==> config.mk <==
export PLATFORM = sky130hd
export DESIGN_NAME = apb_slave_mem_flat
export DESIGN_NICKNAME = d
export VERILOG_FILES = /design/src/rtl/apb_slv_pkg.sv /design/src/rtl/apb_slave_mem_if.sv /design/src/rtl/apb_slv_ram.sv /design/src/rtl/apb_slave_mem.sv /design/src/flat_wrapper.sv
export SDC_FILE = /design/constraint.sdc
export NUM_CORES = 1
export LEC_CHECK = 0
export CORE_AREA = 3 3 250 301
export DETAILED_ROUTE_END_ITERATION = 6
export DIE_AREA = 0 0 253 304
export PLACE_DENSITY = 0.76
export SYNTH_ARGS = -nofsm -noshare
export SYNTH_HDL_FRONTEND = slang
export SYNTH_SLANG_ARGS = --single-unit
==> constraint.sdc <==
create_clock -name pclk -period 3.4 [get_ports pclk]
set_clock_uncertainty 0.2 [all_clocks]
set_input_delay 0.68 -clock pclk [delete_from_list [all_inputs] [get_ports pclk]]
set_output_delay 0.68 -clock pclk [all_outputs]
set_load 0.1 [all_outputs]
==> src/rtl/apb_slv_pkg.sv <==
// apb_slv_pkg: shared types and constants for the APB4 completer memory.
//   state_t       : FSM state encoding (IDLE, ACCESS)
//   DEF_*         : default parameter values for apb_slave_mem
//   WAIT_CNT_W    : width of the wait-state counter (WAIT_STATES range 0-15)
//   strb_lsb()    : byte-offset bit count, log2(DATA_WIDTH/8)
package apb_slv_pkg;

    typedef enum logic {
        IDLE   = 1'b0,
        ACCESS = 1'b1
    } state_t;

    localparam int unsigned DEF_ADDR_WIDTH  = 8;
    localparam int unsigned DEF_DATA_WIDTH  = 32;
    localparam int unsigned DEF_MEM_DEPTH   = 32;
    localparam int unsigned DEF_WAIT_STATES = 2;
    localparam int unsigned WAIT_CNT_W      = 4;

    function automatic int unsigned strb_lsb(input int unsigned data_width);
        return $clog2(data_width / 8);
    endfunction

endpackage

==> src/rtl/apb_slave_mem_if.sv <==
// apb_slave_mem_if: APB4 bus between a requester and the apb_slave_mem completer.
//   psel, penable, pwrite, paddr, pwdata, pstrb : requester -> completer
//   prdata, pready, pslverr                     : completer -> requester
//   modports: master (requester side), slave (completer side)
interface apb_slave_mem_if
    import apb_slv_pkg::*;
#(
    parameter int unsigned ADDR_WIDTH = DEF_ADDR_WIDTH,
    parameter int unsigned DATA_WIDTH = DEF_DATA_WIDTH
) ();

    logic                      psel;
    logic                      penable;
    logic                      pwrite;
    logic [ADDR_WIDTH-1:0]     paddr;
    logic [DATA_WIDTH-1:0]     pwdata;
    logic [DATA_WIDTH/8-1:0]   pstrb;
    logic [DATA_WIDTH-1:0]     prdata;
    logic                      pready;
    logic                      pslverr;

    modport master (
        output psel, penable, pwrite, paddr, pwdata, pstrb,
        input  prdata, pready, pslverr
    );

    modport slave (
        input  psel, penable, pwrite, paddr, pwdata, pstrb,
        output prdata, pready, pslverr
    );

endinterface

==> src/rtl/apb_slv_ram.sv <==
// apb_slv_ram: word-organised memory with byte-lane write enables and a
// registered read port. Contents are not reset.
//   i_clk   : clock
//   i_we    : write enable; i_wstrb selects the byte lanes written
//   i_waddr : write word index
//   i_wdata : write data
//   i_wstrb : write byte lanes
//   i_re    : read enable; loads o_rdata from i_raddr on the clock edge
//   i_raddr : read word index
//   o_rdata : registered read data
module apb_slv_ram #(
    parameter int unsigned DATA_WIDTH = 32,
    parameter int unsigned DEPTH      = 32
) (
    input  logic                          i_clk,
    input  logic                          i_we,
    input  logic [$clog2(DEPTH)-1:0]      i_waddr,
    input  logic [DATA_WIDTH-1:0]         i_wdata,
    input  logic [DATA_WIDTH/8-1:0]       i_wstrb,
    input  logic                          i_re,
    input  logic [$clog2(DEPTH)-1:0]      i_raddr,
    output logic [DATA_WIDTH-1:0]         o_rdata
);

    localparam int unsigned STRB_W = DATA_WIDTH / 8;

    logic [DATA_WIDTH-1:0] r_mem [DEPTH];
    logic [DATA_WIDTH-1:0] r_rdata;

    always_ff @(posedge i_clk) begin
        if (i_we) begin
            for (int unsigned b = 0; b < STRB_W; b++) begin
                if (i_wstrb[b]) begin
                    r_mem[i_waddr][b*8 +: 8] <= i_wdata[b*8 +: 8];
                end
            end
        end
        if (i_re) begin
            r_rdata <= r_mem[i_raddr];
        end
    end

    assign o_rdata = r_rdata;

endmodule

==> src/rtl/apb_slave_mem.sv <==
// apb_slave_mem: APB4 completer backed by a local word memory.
// Supports wait-state insertion, byte-strobed writes and error responses
// for misaligned, out-of-range, and strobed-read accesses.
//   pclk   : bus clock, all state on rising edge
//   preset : asynchronous active-high reset
//   bus    : apb_slave_mem_if.slave (psel/penable/pwrite/paddr/pwdata/pstrb in,
//            prdata/pready/pslverr out)
// Build option: APB_SLV_WAIT_EN -- when defined, WAIT_STATES pready-low cycles
// are inserted in every ACCESS phase; when undefined every transfer is 2 cycles.
module apb_slave_mem
    import apb_slv_pkg::*;
#(
    parameter int unsigned ADDR_WIDTH  = DEF_ADDR_WIDTH,
    parameter int unsigned DATA_WIDTH  = DEF_DATA_WIDTH,
    parameter int unsigned MEM_DEPTH   = DEF_MEM_DEPTH,
    parameter int unsigned WAIT_STATES = DEF_WAIT_STATES
) (
    input  logic            pclk,
    input  logic            preset,
    apb_slave_mem_if.slave  bus
);

    localparam int unsigned STRB_W = DATA_WIDTH / 8;
    localparam int unsigned LSB    = strb_lsb(DATA_WIDTH);
    localparam int unsigned IDX_W  = $clog2(MEM_DEPTH);
    localparam logic [ADDR_WIDTH-1:0] ALIGN_MASK = ADDR_WIDTH'((1 << LSB) - 1);

    if (WAIT_STATES > 15) begin : g_bad_wait
        $error("apb_slave_mem: WAIT_STATES must be in 0..15");
    end
    if ((1 << IDX_W) != MEM_DEPTH) begin : g_bad_depth
        $error("apb_slave_mem: MEM_DEPTH must be a power of two");
    end

    state_t                 r_state;
    logic                   r_err;
    logic                   r_write;
    logic [IDX_W-1:0]       r_idx;
    logic [DATA_WIDTH-1:0]  r_wdata;
    logic [STRB_W-1:0]      r_strb;

    logic                   w_setup;
    logic                   w_err;
    logic                   w_done;
    logic                   w_we;
    logic [IDX_W-1:0]       w_idx;
    logic [DATA_WIDTH-1:0]  w_rdata;

    // Any address bit above the index range set means word index >= MEM_DEPTH.
    assign w_idx   = IDX_W'(bus.paddr >> LSB);
    assign w_err   = (|(bus.paddr & ALIGN_MASK))
                   || (|(bus.paddr >> (LSB + IDX_W)))
                   || (!bus.pwrite && (|bus.pstrb));
    assign w_setup = (r_state == IDLE) && bus.psel && !bus.penable;

`ifdef APB_SLV_WAIT_EN
    localparam logic [WAIT_CNT_W-1:0] WAIT_LAST = WAIT_CNT_W'(WAIT_STATES);
    logic [WAIT_CNT_W-1:0] r_wait_cnt;
    assign w_done = (r_wait_cnt == WAIT_LAST);
`else
    assign w_done = 1'b1;
`endif

    always_ff @(posedge pclk or posedge preset) begin
        if (preset) begin
            r_state <= IDLE;
            r_err   <= 1'b0;
            r_write <= 1'b0;
            r_idx   <= '0;
            r_wdata <= '0;
            r_strb  <= '0;
`ifdef APB_SLV_WAIT_EN
            r_wait_cnt <= '0;
`endif
        end else begin
            case (r_state)
                IDLE: begin
                    // penable high while idle is a protocol violation and is ignored.
                    if (w_setup) begin
                        r_err   <= w_err;
                        r_write <= bus.pwrite;
                        r_idx   <= w_idx;
                        r_wdata <= bus.pwdata;
                        r_strb  <= bus.pstrb;
`ifdef APB_SLV_WAIT_EN
                        r_wait_cnt <= '0;
`endif
                        r_state <= ACCESS;
                    end
                end
                ACCESS: begin
                    if (!bus.psel) begin
                        r_state <= IDLE;
                    end else if (bus.penable) begin
                        if (w_done) begin
                            r_state <= IDLE;
                        end
`ifdef APB_SLV_WAIT_EN
                        else begin
                            r_wait_cnt <= r_wait_cnt + 1'b1;
                        end
`endif
                    end
                end
                default: r_state <= IDLE;
            endcase
        end
    end

    // Memory commits only on the completion edge of an error-free write, so an
    // abort or reset before completion leaves the word untouched.
    assign w_we = (r_state == ACCESS) && bus.psel && bus.penable && w_done
                  && r_write && !r_err;

    apb_slv_ram #(
        .DATA_WIDTH (DATA_WIDTH),
        .DEPTH      (MEM_DEPTH)
    ) u_ram (
        .i_clk   (pclk),
        .i_we    (w_we),
        .i_waddr (r_idx),
        .i_wdata (r_wdata),
        .i_wstrb (r_strb),
        .i_re    (w_setup && !bus.pwrite),
        .i_raddr (w_idx),
        .o_rdata (w_rdata)
    );

    assign bus.pready  = (r_state == ACCESS) && w_done;
    assign bus.pslverr = (r_state == ACCESS) && r_err;
    assign bus.prdata  = ((r_state == ACCESS) && !r_err && !r_write) ? w_rdata : '0;

endmodule

==> src/flat_wrapper.sv <==
// flat-port wrapper written by rule: the top's interface ports become plain ports
module apb_slave_mem_flat import apb_slv_pkg::*;
#(
    parameter int unsigned ADDR_WIDTH  = DEF_ADDR_WIDTH,
    parameter int unsigned DATA_WIDTH  = DEF_DATA_WIDTH,
    parameter int unsigned MEM_DEPTH   = DEF_MEM_DEPTH,
    parameter int unsigned WAIT_STATES = DEF_WAIT_STATES
)
  (pclk, preset, bus_psel, bus_penable, bus_pwrite, bus_paddr, bus_pwdata, bus_pstrb, bus_prdata, bus_pready, bus_pslverr);
  apb_slave_mem_if #(.ADDR_WIDTH(ADDR_WIDTH), .DATA_WIDTH(DATA_WIDTH)) bus_i ();
  input  logic pclk;
  input  logic preset;
  input wire logic [$bits(bus_i.psel)-1:0] bus_psel;
  input wire logic [$bits(bus_i.penable)-1:0] bus_penable;
  input wire logic [$bits(bus_i.pwrite)-1:0] bus_pwrite;
  input wire logic [$bits(bus_i.paddr)-1:0] bus_paddr;
  input wire logic [$bits(bus_i.pwdata)-1:0] bus_pwdata;
  input wire logic [$bits(bus_i.pstrb)-1:0] bus_pstrb;
  output wire logic [$bits(bus_i.prdata)-1:0] bus_prdata;
  output wire logic [$bits(bus_i.pready)-1:0] bus_pready;
  output wire logic [$bits(bus_i.pslverr)-1:0] bus_pslverr;
  assign bus_i.psel = bus_psel;
  assign bus_i.penable = bus_penable;
  assign bus_i.pwrite = bus_pwrite;
  assign bus_i.paddr = bus_paddr;
  assign bus_i.pwdata = bus_pwdata;
  assign bus_i.pstrb = bus_pstrb;
  assign bus_prdata = bus_i.prdata;
  assign bus_pready = bus_i.pready;
  assign bus_pslverr = bus_i.pslverr;
  apb_slave_mem #(.ADDR_WIDTH(ADDR_WIDTH), .DATA_WIDTH(DATA_WIDTH), .MEM_DEPTH(MEM_DEPTH), .WAIT_STATES(WAIT_STATES)) u_core (.pclk(pclk), .preset(preset), .bus(bus_i));
endmodule
==> results.py, run 1 <==
metrics = {
    "clock_network": {
        "cts_buffers": 98,
        "path_clk_slew_ns": 0.06,
        "clockBufferDepth": 3,
        "clkSinkCount": 1100,
        "post_cts_resized": 0,
        "cts_tree": "yes",
        "root_buffer": "clkbuf_16",
        "htreeDepth": 3,
        "holdBufCountCts": 0,
        "clk_latency_ns": 0.65,
    },
    "power_and_ir_drop": {
        "power_mw": 28.6,
        "peakVddDrop_v": 0.000431,
        "leakagePower_nw": 17.5,
        "power_per_cell_area_nw_per_um2": 578,
    },
    "status": {
        "violations": "design-rule violations",
        "status": "finished with violations",
    },
    "timing": {
        "slew-limit-headroom": 0.0742,
        "fin_hold_ws_ns": 0.292,
        "rsz0062_at_grt": "no",
        "timing.fmax_ghz": 0.328,
        "min_period_ns": 3.05,
        "timing_hold_violations_final": 0,
        "setup_violations": 0,
        "drv_slew": 0,
        "setup_tns_ns": 0,
        "finalWorstSetupSlack_ns": 0.351,
        "worst_slew_pin_slew_ns": 1.39,
        "finalCritPeriodShare": 0.897,
    },
    "synth": {
        "ys_seq_elements": 1100,
        "syn_nets": 2595,
        "syn-mean-instance-area_um2": 17.0,
        "ys_seq_area_frac": 0.759,
        "synthCells": 2546,
        "ys.warnings.count": 0,
        "synth-edff-count": 1056,
        "synth_top_area_share": 0.733,
        "synth_flop_cell": "edfxtp_1",
        "async_flop_share": 0.0400,
        "ys_top_cells_by_area": "edfxtp_1 73%, mux2i_1 12%, dfrtp_1 2.5%, a22oi_1 1.7%, a22o_1 1.3%",
        "synth.largest_area_cell": "edfxtp_1",
        "ys_types": 29,
        "syn-cell-area_um2": 43200,
    },
    "worst_setup_path": {
        "r2r_start": "u_core.r_idx[0]$_DFFE_PP0P_",
        "crit_type": "flip-flop to primary output",
        "path_delay_family": "simple AND/OR/NAND/NOR gates",
        "cp-end-kind": "primary output",
        "slowest_delay_ns": 0.39,
        "crit_top_cell": "buf_12",
        "worstPathArrival_ns": 2.17,
        "crit_chain": "nand2b_1 > nor2_4 > buf_12 > buf_4 > and2_1 > buf_12",
        "crit_fanout": 12,
        "critPathSlowestCell": "dfrtp_1",
        "path_buf_inv": 3,
        "cp.required_ns": 2.52,
        "crit_start": "u_core.r_err$_DFFE_PP0P_",
        "worst_setup_path_start_kind": "flip-flop",
    },
    "global_route": {
        "grt_pass1_wl_um": 152000,
        "grt_antenna_before_repair": 2,
        "grt_overflow": 0,
        "grt_pass1_vias": 24111,
        "grt_usage": 0.265,
        "grt_max_degree": 71,
    },
    "drt": {
        "drt_iter0_markers": 2907,
        "vias_per_cell": 6.28,
        "drc_errors": 2,
        "vias": 23732,
        "wl_per_cell_um": 26.9,
        "wl_um": 102000,
        "antenna_left": 0,
        "detail_route.first_pass.iterations": 7,
    },
    "finish": {
        "final_util": 0.683,
        "stdcell_area_um2": 49500,
        "drive_gt1_frac": 0.128,
        "diodes": 0,
        "final_nets": 2812,
        "fillers": 4537,
        "synthToLayoutAreaGrowth_pct": 14.5,
        "final_cells": 3779,
    },
    "floorplan": {
        "row_count": 108,
        "die-area_um2": 76900,
        "die_h_um": 304,
        "boundaryPins": 83,
        "initial_core_util": 0.597,
        "coreArea_um2": 72400,
        "fp.dieW_um": 253,
    },
    "placement": {
        "post-dp-hpwl_um": 63100,
        "placed_cells": 3596,
        "place_area_um2": 46200,
        "routabilityCongestion": 0.910,
        "port-buffer-count": 82,
        "place_ws_ns": 0.202,
    },
    "hold_path": {
        "min_from": "u_core.r_wdata[8]$_DFFE_PP0P_",
        "hold_class": "flip-flop to flip-flop",
    },
    "flow_run": {
        "drv_cap": 0,
    },
}
## synth_stat cells, types with 3 or more instances
| cell | number |
|---|---|
| a31oi_1 | 32 |
| buf_1 | 3 |
| buf_4 | 34 |
| nor3_1 | 33 |
| mux2_1 | 41 |
| a22oi_1 | 96 |
| edfxtp_1 | 1056 |
| a22o_1 | 64 |
| mux2i_1 | 512 |
| nor2b_1 | 6 |
| nor2_1 | 135 |
| nand2b_1 | 3 |
| buf_6 | 14 |
| nand3_1 | 97 |
| dfrtp_1 | 44 |
| nor3b_1 | 3 |
| nand2_1 | 134 |
| and2_1 | 35 |
| clkbuf_1 | 58 |
| a21oi_1 | 97 |
| buf_2 | 38 |
## state kept, by name, summed over array words and instances (netlist names)
signal	cells
u_core.u_ram.r_mem	1024
u_core.r_wdata	32
u_core.r_strb	4
u_core.r_idx	5
u_core.r_write	1
u_core.r_err	1
u_core.bus.pready	1
u_core.u_ram.o_rdata	32
## worst paths after layout
check                                                            end  slack [ns]  cells past startpoint
worst min-delay path                   u_core.r_wdata[8]$_DFFE_PP0P_        0.29                      1
min in group asynchronous             u_core.r_wdata[21]$_DFFE_PP0P_        0.31                      2
worst min register to register         u_core.r_wdata[8]$_DFFE_PP0P_        0.29                      1
worst max register to register  u_core.u_ram.r_mem[29][18]$_DFFE_PP_        0.53                      3
max in group asynchronous              u_core.r_wdata[4]$_DFFE_PP0P_        1.94                      3
worst max-delay path                                  bus_prdata[30]        0.35                      6
## cells by family (layout without fill, tap and decap cells)
logic type | count (synthesis) | in the layout | synth area share
simple gates | 453 | 453 | 0.0464
compound gates | 289 | 289 | 0.0455
mux | 554 | 554 | 0.129
buf+inv | 150 | 448 | 0.0197
flops | 1100 | 1100 | 0.759
## placed cells by master (no fill, tap or decap), types with 18 or more instances in the layout
cell type | Yosys | routed
clkdlybuf4s50_1 | 0 | 47
mux2i_1 | 512 | 512
buf_4 | 34 | 173
a21oi_1 | 97 | 97
dfrtp_1 | 44 | 43
and2_1 | 35 | 34
clkbuf_16 | 0 | 103
mux2_1 | 41 | 41
nand3_1 | 97 | 97
nand2_1 | 134 | 134
a31oi_1 | 32 | 32
edfxtp_1 | 1056 | 1056
a22o_1 | 64 | 64
nor3_1 | 33 | 33
clkinv_1 | 0 | 18
clkbuf_1 | 58 | 29
nor2_1 | 135 | 133
buf_12 | 0 | 45
a22oi_1 | 96 | 96
## power breakdown
part           switching (mW)  internal [mW]
Sequential              0.753           15.5
Combinational           0.829          0.509
Clock                    4.67           6.37
## layout make-up
cell class                 count  area [um^2]  share of cell area
multi-input combinational   1296         9620               0.194
inverter                       1         3.75           0.0000758
timing repair buffer         266         2690              0.0543
clock buffer                 139         2780              0.0562
tap                          935         1170              0.0236
sequential                  1100        32800               0.663
clock inverter                42          420             0.00849
## layer usage
metal | GRT usage | up-vias | wire length (um)
met5 | 0 | - | 13
met4 | 0.117 | 2 | 4670
met3 | 0.0380 | 227 | 8580
met2 | 0.436 | 1290 | 49900
met1 | 0.357 | 11882 | 38500
li1 | - | 10331 | -
## repair_timing
item | in CTS | in global routing
setup buffers | 2 | 0
setup endpoints to repair | 12 | 0
hold endpoints to repair | 0 | 0
Note: power is estimated with default switching activity, not from simulation.
==> run 2: changes to the inputs <==
--- a/config.mk
+++ b/config.mk
@@ -8,7 +8,9 @@
 export CORE_AREA = 3 3 250 301
 export DETAILED_ROUTE_END_ITERATION = 6
 export DIE_AREA = 0 0 253 304
+export HOLD_SLACK_MARGIN = 0.06
 export PLACE_DENSITY = 0.76
+export SLEW_MARGIN = 40
 export SYNTH_ARGS = -nofsm -noshare
 export SYNTH_HDL_FRONTEND = slang
 export SYNTH_SLANG_ARGS = --single-unit
==> results.py, run 2 (synthesis results as in run 1) <==
metrics = {
    "status": {
        "status": "finished, final reports clean",
    },
    "worst_setup_path": {
        "r2r_slack_ns": 0.53,
        "slowest_delay_ns": 0.39,
        "crit_end": "bus_prdata[28]",
        "worstRegToRegCells": 3,
        "cp-end-kind": "primary output",
        "r2r_start": "u_core.r_idx[0]$_DFFE_PP0P_",
        "critPathSlowestCell": "dfrtp_1",
        "crit_chain": "nand2b_1 > nor2_4 > buf_4 > and2_1 > buf_12",
        "worst_setup_path_start_kind": "flip-flop",
        "worstPathArrival_ns": 2.24,
        "crit_fanout": 12,
        "crit_type": "flip-flop to primary output",
        "cp.required_ns": 2.52,
        "crit_start": "u_core.r_err$_DFFE_PP0P_",
        "worstReg2RegEnd": "u_core.u_ram.r_mem[29][18]$_DFFE_PP_",
    },
    "power_and_ir_drop": {
        "peakVddDrop_v": 0.000500,
        "power_mw": 28.9,
        "leakagePower_nw": 17.5,
        "power_per_cell_area_nw_per_um2": 582,
    },
    "clock_network": {
        "root_buffer": "clkbuf_16",
        "clk_latency_ns": 0.66,
        "cts_tree": "yes",
        "post_cts_resized": 0,
        "clkSinkCount": 1100,
        "holdBufCountCts": 0,
        "htreeDepth": 3,
        "path_clk_slew_ns": 0.07,
        "cts_buffers": 98,
        "clockBufferDepth": 3,
        "postCtsSetupBuffers": 2,
    },
    "flow_run": {
        "drv_cap": 0,
    },
    "finish": {
        "final_cell_mix": "1056 x edfxtp_1, 512 x mux2i_1, 174 x buf_4",
        "final_common_cell": "edfxtp_1",
        "drive_gt1_frac": 0.142,
        "stdcell_area_um2": 49600,
        "top_register": "u_core.u_ram.r_mem",
        "diodes": 0,
        "synthToLayoutAreaGrowth_pct": 14.7,
        "largest_reg_flops": 1024,
        "final_nets": 2812,
    },
    "placement": {
        "routabilityCongestion": 0.910,
        "post-dp-hpwl_um": 63000,
        "port-buffer-count": 82,
        "place_area_um2": 46300,
    },
    "timing": {
        "finalCritPeriodShare": 0.917,
        "setup_tns_ns": 0,
        "slew-limit-headroom": 0.469,
        "timing.fmax_ghz": 0.321,
        "min_period_ns": 3.12,
        "worst_slew_pin_slew_ns": 0.795,
        "rsz0062_at_grt": "no",
        "timing_hold_violations_final": 0,
        "drv_slew": 0,
        "setup_violations": 0,
    },
    "drt": {
        "wl_per_cell_um": 26.8,
        "vias_per_cell": 6.25,
        "drc_errors": 0,
        "antenna_left": 0,
        "detail_route.first_pass.iterations": 5,
        "drt_iter0_markers": 2766,
        "vias": 23634,
        "wl_um": 101000,
    },
    "floorplan": {
        "die-area_um2": 76900,
        "boundaryPins": 83,
        "die_h_um": 304,
        "fp.dieW_um": 253,
        "coreArea_um2": 72400,
        "row_count": 108,
        "initial_core_util": 0.597,
    },
    "hold_path": {
        "hold_class": "primary input to async pin",
    },
    "global_route": {
        "grt_overflow": 0,
        "grt_usage": 0.264,
        "grt_antenna_before_repair": 0,
        "grt_max_degree": 71,
        "grt_pass1_wl_um": 151000,
        "grt_pass1_vias": 23808,
    },
}
-- run 2: cell count changes in the layout (fill, tap and decap cells not counted), sizes merged --
cell and change:
bufinv +5, clkbuf -18, clkinv +11, clkinvlp +2
-- run 2: cell type report --
class | instances | area [um^2]
sequential | 1100 | 32800
fill | 4513 | 22800
multi-input combinational | 1296 | 9620
timing repair buffer | 266 | 2670
clock buffer | 121 | 2650
tap | 935 | 1170
clock inverter | 60 | 648
inverter | 1 | 3.75
-- run 2: layer usage --
layer	global-route usage	part of all wire	up-vias
li1	-	-	10330
met1	0.352	0.39	11931
met2	0.431	0.49	1158
met3	0.0461	0.079	215
met4	0.120	0.047	0
met5	0	0	-
-- run 2: power by group --
part,switching (mW),internal [mW],total (mW)
clock,4.72,6.58,11.3
sequential,0.754,15.5,16.2
combinational,0.830,0.508,1.34
total,6.30,22.6,28.9
-- run 2: through the flow --
stage,hold slack (ns),utilization,std cells,setup slack (ns)
global placement,0.273,0.638,3596,0.302
finish,0.298,0.685,3779,0.281
floorplan,0.258,-,2546,0.245
detailed placement,0.275,0.639,3596,0.204
global route,0.331,0.685,3779,0.224
CTS,0.288,0.685,3779,0.300
-- run 2: critical path: cells and delay by family (launching register included) --
family        cells  cell delay (ns)
flops             1             0.39
simple gates      3             0.71
buf+inv           2             0.48
-- run 2: worst min path at each step --
stage	slack (ns)	from	cells after the start	endpoint
final	0.30	preset	2	u_core.r_wdata[9]$_DFFE_PP0P_
after CTS	0.29	u_core.r_strb[3]$_DFFE_PP0P_	1	u_core.r_strb[3]$_DFFE_PP0P_
after global placement	0.27	u_core.r_strb[3]$_DFFE_PP0P_	1	u_core.r_strb[3]$_DFFE_PP0P_
after floorplan	0.26	u_core.r_strb[0]$_DFFE_PP0P_	1	u_core.r_strb[0]$_DFFE_PP0P_
after detailed placement	0.27	u_core.r_strb[3]$_DFFE_PP0P_	1	u_core.r_strb[3]$_DFFE_PP0P_
after global routing	0.33	u_core.r_strb[1]$_DFFE_PP0P_	1	u_core.r_strb[1]$_DFFE_PP0P_
